===== src/rtl/led_display_arbiter.sv =====
// led_display_arbiter
// Round-robin arbiter sharing one three-digit seven-segment driver between two
// requesters. A grant is held for at least DWELL cycles while the other side
// is waiting, the owners alternate under contention, and the owner may release
// early at any time.
//
// Ports
//   clock, reset_n      : clock, synchronous active-low reset
//   req0/data0          : requester 0 request and 12-bit digits {x2,x1,x0}
//   req1/data1          : requester 1 request and digits
//   gnt0/gnt1           : registered grants (one-hot or both low)
//   x0/x1/x2            : registered digit values to LED_driver
//   blank               : registered, high while nobody owns the display
module led_display_arbiter #(
  parameter int          DWELL    = 16,
  parameter logic [11:0] IDLE_VAL = 12'h000
) (
  input  logic        clock,
  input  logic        reset_n,
  input  logic        req0,
  input  logic [11:0] data0,
  input  logic        req1,
  input  logic [11:0] data1,
  output logic        gnt0,
  output logic        gnt1,
  output logic [3:0]  x0,
  output logic [3:0]  x1,
  output logic [3:0]  x2,
  output logic        blank
);

  localparam int            CW   = $clog2(DWELL) + 1;
  localparam logic [CW-1:0] CMAX = CW'(DWELL - 1);

  typedef enum logic [1:0] {IDLE, G0, G1} state_t;

  state_t        state_q, state_d;
  logic [CW-1:0] cnt_q, cnt_d;
  logic          last_q, last_d;   // 1 = requester 1 granted most recently
  logic [11:0]   disp_q, disp_d;

  // Helper signals for the shared G0/G1 decision and the common grant action.
  logic owner, req_own, req_oth, grant, who;

  always_comb begin
    state_d = state_q;
    cnt_d   = cnt_q;
    last_d  = last_q;
    disp_d  = disp_q;
    owner   = (state_q == G1);
    req_own = owner ? req1 : req0;
    req_oth = owner ? req0 : req1;
    grant   = 1'b0;
    who     = 1'b0;
    unique case (state_q)
      IDLE: begin
        // On a tie the side that did not own the display last wins.
        if (req0 && req1) begin
          grant = 1'b1;
          who   = ~last_q;
        end else if (req0) begin
          grant = 1'b1;
          who   = 1'b0;
        end else if (req1) begin
          grant = 1'b1;
          who   = 1'b1;
        end
      end
      G0, G1: begin
        if (!req_own) begin
          if (req_oth) begin
            grant = 1'b1;
            who   = ~owner;
          end else begin
            state_d = IDLE;
            disp_d  = IDLE_VAL;
          end
        end else if (cnt_q < CMAX) begin
          cnt_d  = cnt_q + CW'(1);
          disp_d = owner ? data1 : data0;
        end else if (req_oth) begin
          grant = 1'b1;
          who   = ~owner;
        end else begin
          // Dwell expired but uncontested: keep the display, cnt stays
          // saturated so a later request switches on its first edge.
          disp_d = owner ? data1 : data0;
        end
      end
      default: begin
        state_d = IDLE;
        disp_d  = IDLE_VAL;
      end
    endcase
    if (grant) begin
      state_d = who ? G1 : G0;
      cnt_d   = '0;
      last_d  = who;
      disp_d  = who ? data1 : data0;
    end
  end

  always_ff @(posedge clock) begin
    if (!reset_n) begin
      state_q <= IDLE;
      cnt_q   <= '0;
      last_q  <= 1'b1;
      disp_q  <= IDLE_VAL;
    end else begin
      state_q <= state_d;
      cnt_q   <= cnt_d;
      last_q  <= last_d;
      disp_q  <= disp_d;
    end
  end

  assign gnt0  = (state_q == G0);
  assign gnt1  = (state_q == G1);
  assign blank = (state_q == IDLE);
  assign x0    = disp_q[3:0];
  assign x1    = disp_q[7:4];
  assign x2    = disp_q[11:8];

endmodule


===== config.mk =====
export PLATFORM = sky130hd
export DESIGN_NAME = led_display_arbiter
export DESIGN_NICKNAME = d
export VERILOG_FILES = /design/src/rtl/led_display_arbiter.sv
export SDC_FILE = /design/constraint.sdc
export NUM_CORES = 1
export LEC_CHECK = 0
export ABC_CLOCK_PERIOD_IN_PS = 2200
export BUFFER_PORTS_ARGS = -buffer_cell sky130_fd_sc_hd__buf_2
export CAP_MARGIN = 20
export CORE_MARGIN = 2
export CORE_UTILIZATION = 42
export DETAILED_ROUTE_END_ITERATION = 6
export HOLD_SLACK_MARGIN = 0.15
export PLACE_DENSITY = 0.75
export SLEW_MARGIN = 20
export SYNTH_ARGS = -nofsm -noshare
export SYNTH_HDL_FRONTEND = slang
export SYNTH_SLANG_ARGS = --single-unit

===== constraint.sdc =====
create_clock -name clock -period 2.2 [get_ports clock]
set_input_delay 0.44 -clock clock [delete_from_list [all_inputs] [get_ports clock]]
set_output_delay 0.44 -clock clock [all_outputs]
set_load 0.03 [all_outputs]

==> results_dict.tcl, run 1 <==
set metrics [dict create \
    mostFrequentLayoutCells "buf_2, buf_4, dfxtp_1" \
    antenna_cells 0 \
    mostFrequentLayoutCell "buf_2" \
    finalSetupViolations 11 \
    reg2reg_depth 9 \
    syn_nets 139 \
    final_hold_viol_count 0 \
    critPathLaunchType "flip-flop" \
    slew_violations 0 \
    grt_max_degree 13 \
    critPathArrivalTime_ps 2480 \
    clkTransAtPathRegs_ps 120 \
    drc 0 \
    worstHoldPathType "in2reg" \
    powerDensity_nw_per_um2 1380 \
    dp_hpwl_um 2100 \
    syn_inst 106 \
    grt_util_all_layers_pct 21.7 \
    cts_sinks 20 \
    hold_buffers 0 \
    register_area_um2 405 \
    reg2reg_from "state_q[0]$_SDFFE_PN0P_" \
    ff2ff_setup_slack_ps -70 \
    holdPathStages 2 \
    r2r_end "disp_q[8]$_SDFFE_PN0P_" \
    power.leakage_uw 0.000749 \
    globalplace.congestion 0.833 \
    rsz0062_at_grt "yes" \
    num_io_pins 43 \
    tightest_slew_ps 410 \
    antenna_found_initial 0 \
    ys_types 36 \
    relSlewSlack_pct 72.7 \
    cts_tree "built" \
    synth_seq_cells 20 \
    critPathKind "reg2reg" \
    fillCellCount 192 \
    die_y_um 53.5 \
    crit_slowest_cell "dfxtp_2" \
    cp-end-kind "flip-flop" \
    ys_warn_count 0 \
    seq_area_frac_synth_pct 39.0 \
    cpPeakStageDelay_ps 370 \
    vdd_ir_drop_max_uv 1130 \
    setup_slack_ps -74.4 \
    fin_setup_tns_ps -554 \
    drt-total-wl_um 2970 \
    maxCapViolations 0 \
    layout-drive-gt1-share_pct 50.9 \
    fin_util_pct 68.0 \
    cp.required_ps 2410 \
    drt_pre_antenna_iters 4 \
    root_buffer "clkbuf_4" \
    drtIter0Drc 30 \
    via_per_inst 5.75 \
    grt_pass1_vias 1002 \
    overflow 0 \
    period_share_pct 103 \
    hold_path.startpoint "data1[0]" \
    die_x_um 53.5 \
    clk_latency_ps 310 \
    cp_cell_sequence "inv_4 -> ha_4 -> mux2_4 -> a211o_1 -> buf_6 -> o21a_4 -> and2_4 -> and3_1 -> a221o_1" \
    hold_path_end "disp_q[0]$_SDFFE_PN0P_" \
    core_area_um2 2250 \
    fmax_mhz 440 \
    multi_input_area_um2 656 \
    grt_pass1_wl_um 4440 \
    avgRoutedWirePerCell_um 15.1 \
    start_util_pct 45.6 \
    routed-via-count 1133 \
    outcome "finished, violations left" \
    cp_max_fo 7 \
    syn_avg_cell_area_um2 9.69 \
    ant_nets 0 \
    numCtsBuffers 3 \
    final_nets 203 \
    std_cell_rows 17 \
    synthToLayoutAreaGrowth_pct 49.3 \
    h-tree-depth 1 \
    cts_buffer_depth 2 \
    port_buffers 42 \
    syn_area_um2 1030 \
    violations "negative setup slack" \
    layout_min_cycle_time_ps 2270 \
    dieArea_um2 2860 \
    clock_skew_ps 2.32 \
]
[critical path: cells and delay by family (launching register included)]
| family | cells | cell delay, ps |
|---|---|---|
| and+or+nand+nor | 2 | 370 |
| AOI/OAI and AO/OA | 3 | 770 |
| buffers and inverters | 2 | 180 |
| adders and majority gates | 1 | 160 |
| muxes | 1 | 310 |
| DFF | 1 | 370 |
[synth_stat cells]
library cell  number  area, um^2
or4_1              1        7.51
o22ai_1            1        6.26
a41oi_1            3        26.3
a21o_1             1        7.51
a221o_1           11         110
a211o_1            1        8.76
a31o_2             1        8.76
nand2_1            7        26.3
inv_1              5        18.8
clkbuf_8           1        13.8
nand3b_1           1        7.51
o21ai_0            4        20.0
and2b_2            1        8.76
and3_1            10        62.6
xnor2_1            1        8.76
a21boi_0           2        15.0
nor2b_4            1        13.8
ha_1               5        62.6
or2_2              1        6.26
nand2b_1           1        6.26
buf_2              2        10.0
a21oi_1            3        15.0
o211ai_1           2        15.0
mux2i_1            2        20.0
o21a_2             1        8.76
and3_2             2        15.0
a31oi_1            1        6.26
clkbuf_1           1        3.75
o2111ai_1          1        8.76
nor2_1             7        26.3
xor2_1             1        8.76
mux2_4             1        15.0
and2_4             1        8.76
a32oi_1            1        8.76
buf_6              1        11.3
dfxtp_1           20         400
[through the flow]
stage | cells | power (uW) | hold slack, ps | setup WS [ps] | cell area, um^2
finish | 197 | 2120 | 351 | -74.4 | 1530
global route | 197 | 2240 | 322 | -92.1 | 1530
CTS | 195 | 2090 | 344 | -52.6 | 1520
detailed placement | 188 | 1670 | 469 | -176 | 1380
global placement | 188 | 1650 | 458 | -107 | 1380
floorplan | 106 | 1320 | 441 | -36.6 | 1050
[routing by layer]
metal,vias up,wire length [um],part of all wire (%),global-route usage (%)
met2,65,1400,47,39.9
met4,0,67,2.3,7.26
met1,524,1210,41,23.3
met3,15,287,9.7,6.21
li1,529,-,-,-
met5,-,0,0,0
[worst max-delay path by stage]
stage                                       start                     end  slack [ps]  depth (start not counted)
final                     state_q[0]$_SDFFE_PN0P_  disp_q[8]$_SDFFE_PN0P_         -70                          9
after global routing      state_q[0]$_SDFFE_PN0P_  disp_q[5]$_SDFFE_PN0P_         -90                          9
after CTS                 state_q[0]$_SDFFE_PN0P_  disp_q[8]$_SDFFE_PN0P_         -50                          9
after detailed placement  state_q[1]$_SDFFE_PN0P_  disp_q[8]$_SDFFE_PN0P_        -180                          8
after global placement    state_q[0]$_SDFFE_PN0P_  disp_q[4]$_SDFFE_PN0P_        -110                          8
after floorplan           state_q[1]$_SDFFE_PN0P_  disp_q[0]$_SDFFE_PN0P_         -40                          9
[cells by family after synthesis]
| kind of cell | synth area share [%] |
|---|---|
| AO/OA/AOI/OAI | 25.8 |
| XOR/XNOR | 1.71 |
| multiplexers | 3.41 |
| flip-flops | 39.0 |
| AND/OR/NAND/NOR | 18.4 |
| adder cells (fa/ha/maj) | 6.09 |
| buffers and inverters | 5.60 |
[report_power, final]
part / switching [uW] / internal, uW / total (uW)
Sequential: 73.7 / 485 / 559
Clock: 124 / 184 / 309
Combinational: 713 / 543 / 1260
Total: 911 / 1210 / 2120
[flip-flops by register name, summed over array words and instances, names as in the netlist]
signal   flops
last_q       1
state_q      2
disp_q      12
cnt_q        5
[cell type report]
class,count,share of cell area [%]
inverters,5,1.39
clock buffers,3,1.47
flip-flops and latches,20,26.4
multi-input cells,78,42.7
clock inverters,1,1.96
well taps,28,2.28
repair buffers,62,23.7
[timing repair]
item,CTS,global route
pin swaps,2,1
endpoints found under the hold margin,0,0
gates resized for setup,11,1
buffers inserted,1,2
endpoints found under the setup margin,12,12
cloned,2,0
(Power assumes the default switching activity.)
==> run 2: changes to the inputs <==
CELL_PAD_IN_SITES_DETAIL_PLACEMENT = 0   (was default)
CELL_PAD_IN_SITES_GLOBAL_PLACEMENT = 1   (was default)
CORE_UTILIZATION = 31   (was 42)
CTS_CLUSTER_DIAMETER = 40   (was default)
PLACE_DENSITY = 0.76   (was 0.75)
REMOVE_ABC_BUFFERS = 1   (was default)
==> results_dict.tcl, run 2 (synthesis gave the netlist of run 1 again) <==
set metrics [dict create \
    clock_skew_ps 1.77 \
    synthToLayoutAreaGrowth_pct 49.9 \
    dpl_cell_area_um2 1340 \
    drtIter0Drc 30 \
    fin_util_pct 49.6 \
    num_io_pins 43 \
    layout-drive-gt1-share_pct 50.9 \
    dieArea_um2 3790 \
    cp_max_fo 7 \
    ant_nets 0 \
    slew_violations 0 \
    power.leakage_uw 0.000728 \
    largest_reg_flops 12 \
    dp_slack_ps -116 \
    cp_cell_sequence "inv_4 -> ha_4 -> mux2_4 -> a211o_1 -> o21a_2 -> and2_4 -> nor2b_4 -> a221o_1" \
    worstHoldPathType "in2reg" \
    fin_cells 209 \
    layout_min_cycle_time_ps 2180 \
    dp.cells 199 \
    p_switching_uw 930 \
    clk_latency_ps 300 \
    fin_setup_tns_ps 0 \
    final_hold_viol_count 0 \
    cts_buffer_depth 2 \
    outcome "complete, no violations" \
    critPathLaunchType "flip-flop" \
    die_x_um 61.6 \
    comb_power_share_pct 60.8 \
    avgRoutedWirePerCell_um 13.4 \
    core_area_um2 3100 \
    root_buffer "clkbuf_4" \
    via_per_inst 5.06 \
    overflow 0 \
    mostFrequentLayoutCell "buf_2" \
    grt_max_degree 13 \
    fmax_mhz 458 \
    p_int_uw 1260 \
    relSlewSlack_pct 75.8 \
    largest_register "disp_q" \
    final_area_um2 1540 \
    vdd_ir_drop_max_uv 551 \
    cp.required_ps 2400 \
    critPathKind "reg2reg" \
    top_regs "disp_q x12, cnt_q x5, state_q x2" \
    clkTransAtPathRegs_ps 110 \
    grt_pass1_vias 1012 \
    drt_pre_antenna_iters 4 \
    swShare_pct 42.5 \
    h-tree-depth 1 \
    hold_buffers 0 \
    period_share_pct 99.3 \
    antenna_cells 0 \
    drc 0 \
    start_util_pct 33.1 \
    globalplace.congestion 0.718 \
    finalSetupViolations 0 \
    numCtsBuffers 3 \
    seqPwrFrac_pct 25.5 \
    crit_slowest_cell "dfxtp_2" \
    cp_top_family "compound AO/OA/AOI/OAI gates" \
    grt_pass1_wl_um 4370 \
    cts_tree "built" \
    grt_util_all_layers_pct 15.5 \
    maxCapViolations 0 \
    std_cell_rows 20 \
    drt-total-wl_um 2810 \
    routed-via-count 1057 \
    antenna_found_initial 0 \
    powerDensity_nw_per_um2 1420 \
    setup_slack_ps 15.0 \
    cpPeakStageDelay_ps 350 \
    mostFrequentLayoutCells "buf_2, dfxtp_1, buf_4" \
    tightest_slew_ps 359 \
    pwr-share-clk_pct 13.6 \
    cp-end-kind "flip-flop" \
    rsz0062_at_grt "yes" \
    path_buf_inv 1 \
    dp_hpwl_um 1900 \
    die_y_um 61.6 \
    critPathArrivalTime_ps 2380 \
    port_buffers 42 \
    final_nets 199 \
    cts_sinks 20 \
]
## run 2: area by class of cell
cell class	instances	area [um^2]
fill	297	1560
multi-input combinational	78	668
sequential	20	405
timing repair buffer	58	338
tap	44	55.1
clock inverter	1	30.0
clock buffer	3	22.5
inverter	5	21.3
## run 2: timing repair
| item | CTS | global route |
|---|---|---|
| setup buffers | 1 | 2 |
| gates resized for setup | 15 | 9 |
| cloned | 1 | 2 |
| endpoints found under the setup margin | 12 | 12 |
| endpoints found under the hold margin | 0 | 0 |
| pin swaps | 2 | 3 |
## run 2: final timing paths
kind / start / to / cells past startpoint / slack, ps
setup / recovery: state_q[0]$_SDFFE_PN0P_ / disp_q[7]$_SDFFE_PN0P_ / 8 / 20
hold / removal: data1[6] / disp_q[6]$_SDFFE_PN0P_ / 2 / 360
setup reg to reg: state_q[0]$_SDFFE_PN0P_ / disp_q[7]$_SDFFE_PN0P_ / 8 / 20
hold reg to reg: disp_q[1]$_SDFFE_PN0P_ / disp_q[1]$_SDFFE_PN0P_ / 1 / 490
## run 2: power by group through the flow
stage | logic [uW] | registers, uW | clock network [uW]
2_1_floorplan | 528 | 721 | 0
3_3_place_gp | 1050 | 549 | 0
3_5_place_dp | 1070 | 551 | 0
4_1_cts | 1210 | 558 | 307
5_1_grt | 1440 | 574 | 322
6_report | 1330 | 559 | 299
## run 2: routing by layer
layer	track usage, %	up-vias	share of wire, %
li1	-	523	-
met1	19.4	496	45
met2	25.6	34	50
met3	2.52	4	4.2
met4	7.60	0	0.96
met5	0	-	0
## run 2: through the flow
stage                     hold WS, ps  power [uW]
final                             356        2190
after global placement            457        1600
after CTS                         343        2080
after floorplan                   441        1250
after global routing              342        2340
after detailed placement          465        1620
